**config.mk**
```make
export PLATFORM = sky130hd
export DESIGN_NAME = classify_accum_pipe3
export DESIGN_NICKNAME = d
export VERILOG_FILES = /design/src/rtl/classify_accum_pipe3.sv
export SDC_FILE = /design/constraint.sdc
export NUM_CORES = 2
export LEC_CHECK = 0
export CELL_PAD_IN_SITES_DETAIL_PLACEMENT = 1
export CELL_PAD_IN_SITES_GLOBAL_PLACEMENT = 2
export CORE_ASPECT_RATIO = 0.75
export CORE_MARGIN = 3
export CORE_UTILIZATION = 30
export DETAILED_ROUTE_END_ITERATION = 6
export DONT_BUFFER_PORTS = 1
export GPL_TIMING_DRIVEN = 0
export PLACE_DENSITY = 0.6
export REMOVE_ABC_BUFFERS = 1
export SLEW_MARGIN = 20
export SYNTH_ARGS = -nofsm -noshare
export SYNTH_HDL_FRONTEND = slang
export SYNTH_SLANG_ARGS = --single-unit
```
**constraint.sdc**
```tcl
create_clock -name clk -period 6.5 [get_ports clk]
set_clock_uncertainty 0.2 [all_clocks]
set_input_delay 0.65 -clock clk [delete_from_list [all_inputs] [get_ports clk]]
set_output_delay 0.65 -clock clk [all_outputs]
set_load 0.05 [all_outputs]
```
**src/rtl/classify_accum_pipe3.sv**
```systemverilog
// Per-centroid coordinate accumulator (k-means stage 3).
// Sums each classified point into its centroid's per-coordinate accumulators
// and counts points per centroid, with saturation and sticky error flags.
// Ports:
//   clk, rst_n        - clock, asynchronous active-low reset
//   clear             - start of iteration: zero all sums/counts/flags, enter ACCUM
//   valid_in, last_in - point/index beat valid, final beat of the iteration
//   index             - classified centroid, 1..centroid_num
//   point_from_pipe2  - packed point, coordinate k at [13k+12:13k]
//   rd_en, rd_addr    - read request for centroid rd_addr+1
//   rd_accum, rd_count, rd_valid - registered read data, one cycle after rd_en
//   busy, done        - in ACCUM; one-cycle pulse on entering DONE
//   ovf, idx_err      - sticky saturation / illegal-index flags
module classify_accum_pipe3 #(
   parameter int unsigned dataWidth        = 91,
   parameter int unsigned cordinate_width  = 13,
   parameter int unsigned accum_cord_width = 22,
   parameter int unsigned accum_width      = 7 * 22,
   parameter int unsigned centroid_num     = 8,
   parameter int unsigned count_width      = 10
) (
   input  logic                   clk,
   input  logic                   rst_n,
   input  logic                   clear,
   input  logic                   valid_in,
   input  logic                   last_in,
   input  logic [3:0]             index,
   input  logic [dataWidth-1:0]   point_from_pipe2,
   input  logic                   rd_en,
   input  logic [2:0]             rd_addr,
   output logic [accum_width-1:0] rd_accum,
   output logic [count_width-1:0] rd_count,
   output logic                   rd_valid,
   output logic                   busy,
   output logic                   done,
   output logic                   ovf,
   output logic                   idx_err
);

   localparam int unsigned NUM_COORD = dataWidth / cordinate_width;
   localparam int unsigned SUM_W     = accum_cord_width + 1;

   typedef enum logic [1:0] {IDLE, ACCUM, DONE} state_t;

   state_t state, next_state;
   logic   busy_d, done_d;

   logic [accum_cord_width-1:0] acc [centroid_num][NUM_COORD];
   logic [count_width-1:0]      cnt [centroid_num];

   logic                        beat, idx_ok, cnt_full, sat_any;
   logic [2:0]                  sel;
   logic [SUM_W-1:0]            sum     [NUM_COORD];
   logic [accum_cord_width-1:0] acc_upd [NUM_COORD];

   // State register
   always_ff @(posedge clk or negedge rst_n) begin
      if (!rst_n) state <= IDLE;
      else        state <= next_state;
   end

   // Next state; clear overrides everything, including a concurrent last beat
   always_comb begin
      next_state = state;
      busy_d     = 1'b0;
      done_d     = 1'b0;
      if (clear)
         next_state = ACCUM;
      else if (state == ACCUM && valid_in && last_in)
         next_state = DONE;
      busy_d = (next_state == ACCUM);
      done_d = (next_state == DONE) && (state != DONE);
   end

   // Saturating per-coordinate add for the addressed centroid
   always_comb begin
      beat     = valid_in && !clear && (state == ACCUM);
      idx_ok   = (index != 4'd0) && (index <= 4'(centroid_num));
      sel      = 3'(index - 4'd1);
      cnt_full = (cnt[sel] == {count_width{1'b1}});
      sat_any  = 1'b0;
      for (int unsigned k = 0; k < NUM_COORD; k++) begin
         sum[k] = SUM_W'(acc[sel][k])
                + SUM_W'(point_from_pipe2[k*cordinate_width +: cordinate_width]);
         if (sum[k][SUM_W-1]) begin
            acc_upd[k] = {accum_cord_width{1'b1}};
            sat_any    = 1'b1;
         end else begin
            acc_upd[k] = sum[k][accum_cord_width-1:0];
         end
      end
   end

   // Status outputs and sticky flags
   always_ff @(posedge clk or negedge rst_n) begin
      if (!rst_n) begin
         busy    <= 1'b0;
         done    <= 1'b0;
         ovf     <= 1'b0;
         idx_err <= 1'b0;
      end else begin
         busy <= busy_d;
         done <= done_d;
         if (clear) begin
            ovf     <= 1'b0;
            idx_err <= 1'b0;
         end else if (beat) begin
            if (!idx_ok)                   idx_err <= 1'b1;
            else if (cnt_full || sat_any) ovf     <= 1'b1;
         end
      end
   end

   // Accumulators and counts; a full count freezes that point's sums too
   always_ff @(posedge clk or negedge rst_n) begin
      if (!rst_n) begin
         for (int unsigned c = 0; c < centroid_num; c++) begin
            cnt[c] <= '0;
            for (int unsigned k = 0; k < NUM_COORD; k++) acc[c][k] <= '0;
         end
      end else if (clear) begin
         for (int unsigned c = 0; c < centroid_num; c++) begin
            cnt[c] <= '0;
            for (int unsigned k = 0; k < NUM_COORD; k++) acc[c][k] <= '0;
         end
      end else if (beat && idx_ok && !cnt_full) begin
         cnt[sel] <= cnt[sel] + 1'b1;
         for (int unsigned k = 0; k < NUM_COORD; k++) acc[sel][k] <= acc_upd[k];
      end
   end

   // Read port; samples pre-update contents when colliding with a beat
   always_ff @(posedge clk or negedge rst_n) begin
      if (!rst_n) begin
         rd_valid <= 1'b0;
         rd_count <= '0;
         rd_accum <= '0;
      end else begin
         rd_valid <= rd_en;
         if (rd_en) begin
            rd_count <= cnt[rd_addr];
            for (int unsigned k = 0; k < NUM_COORD; k++)
               rd_accum[k*accum_cord_width +: accum_cord_width] <= acc[rd_addr][k];
         end
      end
   end

endmodule

```
Word-level counts from Yosys, hierarchy flattened
Index checks and enable logic that the tools add are counted.

Register bits: 1483. Output and inout port bits: 169.

Add/sub/neg operators: 9. $lt $le $gt $ge: 4. Bitwise logic cells: 2. Equal/unequal tests: 6. Multiplexer cells: 63. Reductions and logical operators: 19.

Operator list (count): bitwise mux 1232 bit (7); demux 154 bit (select 3 bit) (7); two-way mux 1232 bit (2); binary-select mux 154 bit (select 3 bit) (2); two-way mux 154 bit (5); two-way mux 22 bit (8); adder 22 x 13 -> 23 bit (7); two-way mux 80 bit (2); two-way mux 132 bit (1); two-way mux 110 bit (1); two-way mux 88 bit (1); bitwise mux 80 bit (1); two-way mux 66 bit (1); binary-select mux 10 bit (select 3 bit) (2); two-way mux 10 bit (5); two-way mux 44 bit (1); demux 10 bit (select 3 bit) (1); two-way mux 1 bit (14); adder 10 x 1 -> 10 bit, second input constant (1); == test 10 bit, second input constant (1); logical AND 1 bit (9); greater-or-equal comparator 4 bit, second input constant (2); inverter 3 -> 4 bit (2); nonzero test 2 bit (4); other kinds (12) (16).

Logic depth before layout (Yosys ltp)
Depth after elaboration: 18. Depth in mapped cells: 35. Mapped depth without buffers: 19.

Worst setup path after synthesis
OpenSTA, ideal clock, no wires.

Path kind: input -> register. Start: input port index[0]. End: register ovf. Arrival: 8079 ps. Library setup time: 129 ps. Setup slack: -1909 ps. Path buffers: 15. Stages on the path: 29. Cell sequence: buf_6 buf_6 inv_2 buf_1 buf_1 buf_2 clkbuf_1 clkbuf_1 clkbuf_1 ha_1 buf_2 inv_2 buf_2 buf_2 buf_1 buf_2 buf_1 mux4_2 nand2_1 nand2_1 ha_1 nand2b_1 a21oi_1 o41ai_1 nor3_1 o21ai_0 nor3_4 buf_6 o41a_1.

Word-level cells in the longest chain between the ends: 16.

Ends and longest elaborated chain: start, declared (line 27) `input logic [3:0] index,`; subtractor 3 x 1 -> 3 bit (line 79) `sel = 3'(index - 4'd1);`; inverter 3 -> 4 bit (implied by the code) (line 80, 83); binary-select mux 154 bit (select 3 bit) (line 83) `sum[k] = SUM_W'(acc[sel][k])`; two-way mux 154 bit (implied by the code) (2 in a row) (line 83); adder 22 x 13 -> 23 bit (line 84) `+ SUM_W'(point_from_pipe2[k*cordinate_width +: cordinate_width]);`; two-way mux 1 bit (7 in a row) (line 85) `if (sum[k][SUM_W-1]) begin`; logical OR 1 bit (line 109) `else if (cnt_full || sat_any) ovf <= 1'b1;`; nonzero test 2 bit (no source line); AND reduction 3 bit (no source line) (*); end signal, assigned (line 99) `ovf <= 1'b0;`; end signal, assigned (line 105) `ovf <= 1'b0;`; end signal, assigned (line 109); end, declared (line 36) `output logic ovf,`.

Mark *: on every way between the ends. The rest lies on a longest branch, timed or not. The select of a mux whose other input is x is not followed. A chain may end at the register's enable or synchronous reset.

Worst setup path in the final report
Ends and elaborated chain as after synthesis.

==> run_results.csv <==
group,metric,value,unit
outcome,status,"finished clean",
yosys,synth-edff-count,0,
drt,vias_per_cell,5.70,
drt,post_drt_wl_per_cell,28.0,um
yosys,seq_area_frac_synth,0.463,
layout,nNetsFinal,7659,
power_and_ir_drop,power,22.9,mW
layout,finalInstanceArea,92600,sq um
placed_design,dpl.cell_count,10766,
die,die_x,603,um
critical_path,crit_buf_inv,10,
placed_design,io_buffers,0,
drt,first_pass_iters,6,
global_routing,grt_pass1_wl,467,mm
yosys,syn_area_per_cell,10.3,sq um
critical_path,cp_top_family,"buffers and inverters",
yosys,synth.largest_area_cell,"dfrtp_1",
yosys,synth_area_leaders,"dfrtp_1 46%, mux4_2 13%, nand3_1 8.4%",
critical_path,cpPeakStageDelay,0.69,ns
sta,finalCriticalPeriod,6.33,ns
drt,drtAntennaViolNets,0,
power_and_ir_drop,p_per_area,248,nW/um^2
yosys,syn_inst,7807,
sta,finalCritPeriodShare,0.974,
yosys,ys_ff_latch,1483,
clock_tree,cts_max_level,4,
clock_tree,cts_tree,"built",
critical_path,endpoint_kind,"flop",
die,core_area,264000,sq um
critical_path,reg2reg_to,"ovf",
worst_hold_path,hold_depth,3,
die,pin_count,273,
layout,fillerInstances,28835,
yosys,netlist.area_leader.share,0.463,
layout,final_core_util,0.350,
global_routing,grt-ovfl-total,0,
placed_design,place.gp.congestion,0.743,
drt,drtIter0Drc,4316,
sta,worst_slew_pin_slew,1.38,ns
yosys,yosysUniqueCellTypes,91,
sta,final-setup-viol-count,0,
worst_hold_path,hold_end,"rd_accum[89]",
sta,rsz0062_at_grt,"no",
critical_path,worstRegToRegCells,13,
placed_design,dpl_worst_slack,-2.53,ns
placed_design,place_area,85500,sq um
placed_design,dp_hpwl,183,mm
layout,drive_gt1_frac,0.142,
worst_hold_path,worstHoldStart,"rd_en",
critical_path,cp_data_required_time,7.01,ns
critical_path,path_max_fanout,253,
global_routing,antenna_found_initial,33,
yosys,synth-warning-count,0,
sta,holdWs,0.0569,ns
clock_tree,clkSlewWorstSetupHoldPaths,0.06,ns
die,dieHeight,454,um
clock_tree,cts_buffers,184,
drt,wl,313,mm
die,row_count,163,
critical_path,crit_slowest_cell,"or4_1",
sta,fmax,158,MHz
critical_path,reg2reg_from,"acc[31]",
critical_path,start_kind,"input pin",
critical_path,cp.arrival,6.84,ns
critical_path,path_class,"input pin to flop",
critical_path,r2r_slack,1.94,ns
global_routing,globalRouteTotalUtil,0.224,
clock_tree,ctsLongestPathBuffers,4,
global_routing,grt_max_degree,329,
power_and_ir_drop,cellLeakagePower,39.1,nW
run,drv_cap,0,
drt,remaining_drc_errors,0,
global_routing,grt_pass1_vias,66559,
yosys,synth_top_flop_cell,"dfrtp_1",
sta,finalWorstSetupSlack,0.166,ns
worst_hold_path,min_path_type,"input pin to flop",
yosys,syn_area,80100,sq um
clock_tree,clock-root-buffer,"clkbuf_16",
clock_tree,clkLatencyLatePin,0.86,ns
yosys,synthArstFlopShare,1.00,
die,start_util,0.303,
sta,slew_viol_final,0,
die,die_area,273000,sq um
layout,instances_no_fill,11160,
sta,hold_viol_final,0,
clock_tree,clkSinkCount,1483,
drt,num_vias,63585,
power_and_ir_drop,peakVddDrop,0.221,mV
sta,setup-tns-final,0,ns
layout,synthToLayoutAreaGrowth,15.5,%
critical_path,cp_common_cell,"buf_16",
critical_path,cp.depth,25,
sta,relSlewSlack,0.0772,
-- sequential cells by signal, summed over array words and instances, names as in the netlist --
signal	flops
busy	1
state	2
rd_valid	1
idx_err	1
cnt	80
ovf	1
done	1
rd_count	10
rd_accum	154
acc	1232
-- logic make-up after synthesis --
logic type               share of synthesized area
flip-flops                                   0.463
AND/OR/NAND/NOR                              0.145
AO/OA/AOI/OAI                                0.142
multiplexers                                 0.182
XOR/XNOR                                    0.0112
buffers and inverters                       0.0410
adder cells (fa/ha/maj)                     0.0163
-- synthesized netlist by cell type, types with 53 or more instances --
| cell type | number |
|---|---|
| buf_1 | 155 |
| dfrtp_1 | 1483 |
| clkbuf_1 | 485 |
| mux2i_1 | 338 |
| buf_2 | 53 |
| and3_1 | 85 |
| nand3_1 | 1349 |
| nand2b_1 | 54 |
| a31oi_1 | 72 |
| xnor2_1 | 75 |
| o21ai_0 | 1258 |
| a21oi_1 | 304 |
| a22oi_1 | 66 |
| nand2_1 | 428 |
| mux4_2 | 468 |
| ha_1 | 93 |
| nor2_1 | 378 |
| o21ai_1 | 78 |
| a21o_1 | 56 |
-- power breakdown --
part	switching, mW	leakage (nW)	internal [mW]	total (mW)
sequential	0.403	20.4	9.38	9.78
clock	4.41	3.10	6.59	11.0
combinational	1.40	15.5	0.738	2.14
total	6.22	39.1	16.7	22.9
-- worst register-to-register path: cells and delay by family, from the launching register on --
kind	cells	cell delay [ns]
adder cells (fa/ha/maj)	1	0.37
flip-flops	1	0.40
AO/OA/AOI/OAI	7	1.71
AND/OR/NAND/NOR	4	1.29
multiplexers	1	0.48
-- placed cells by master, fill, tap and decap left out, drive strengths merged, types with 40 or more instances in the layout --
master and instances:
buf 185, ha 93, and3 85, a22oi 66
mux4 475, a21oi 304, nand2 428, o21ai 1336
inv 53, mux2i 338, clkbuf 259, nor2 388
dfrtp 1483, mux2 40, nand3 1349, a31oi 73
xnor2 76, nand2b 54, a21o 57
-- cell type report --
type,instances,area [sq um],share of cell area
Multi-Input combinational cell,5535,40100,0.433
Timing Repair Buffer,202,4420,0.0477
Clock buffer,257,5350,0.0578
Antenna cell,21,52.6,0.000568
Tap cell,3547,4440,0.0479
Clock inverter,66,915,0.00988
Inverter,49,215,0.00232
Sequential cell,1483,37100,0.401
-- layer usage --
layer | track usage | part of all wire | vias to the layer above
met3 | 0.0307 | 0.041 | 379
li1 | - | - | 28307
met2 | 0.364 | 0.47 | 1171
met4 | 0.0607 | 0.026 | 18
met5 | 0 | 0.00042 | -
met1 | 0.314 | 0.47 | 33710
-- repair_timing --
action,CTS,global route
gates cloned,0,2
pin swaps,9,4
setup endpoints to repair,1225,560
hold endpoints to repair,410,1
buffers inserted,23,4
gates resized for setup,15,7
hold buffers,18,1
-- worst max-delay path by stage --
stage,slack (ns),from,end
after global routing,0.02,index[0],acc[923]
after global placement,-70.61,index[0],acc[972]
final,0.17,index[0],ovf
after detailed placement,-2.53,index[0],acc[1086]
after CTS,0.005,index[0],acc[1142]
after floorplan,-18.21,index[0],acc[363]
Note: power is estimated with default switching activity, not from simulation.
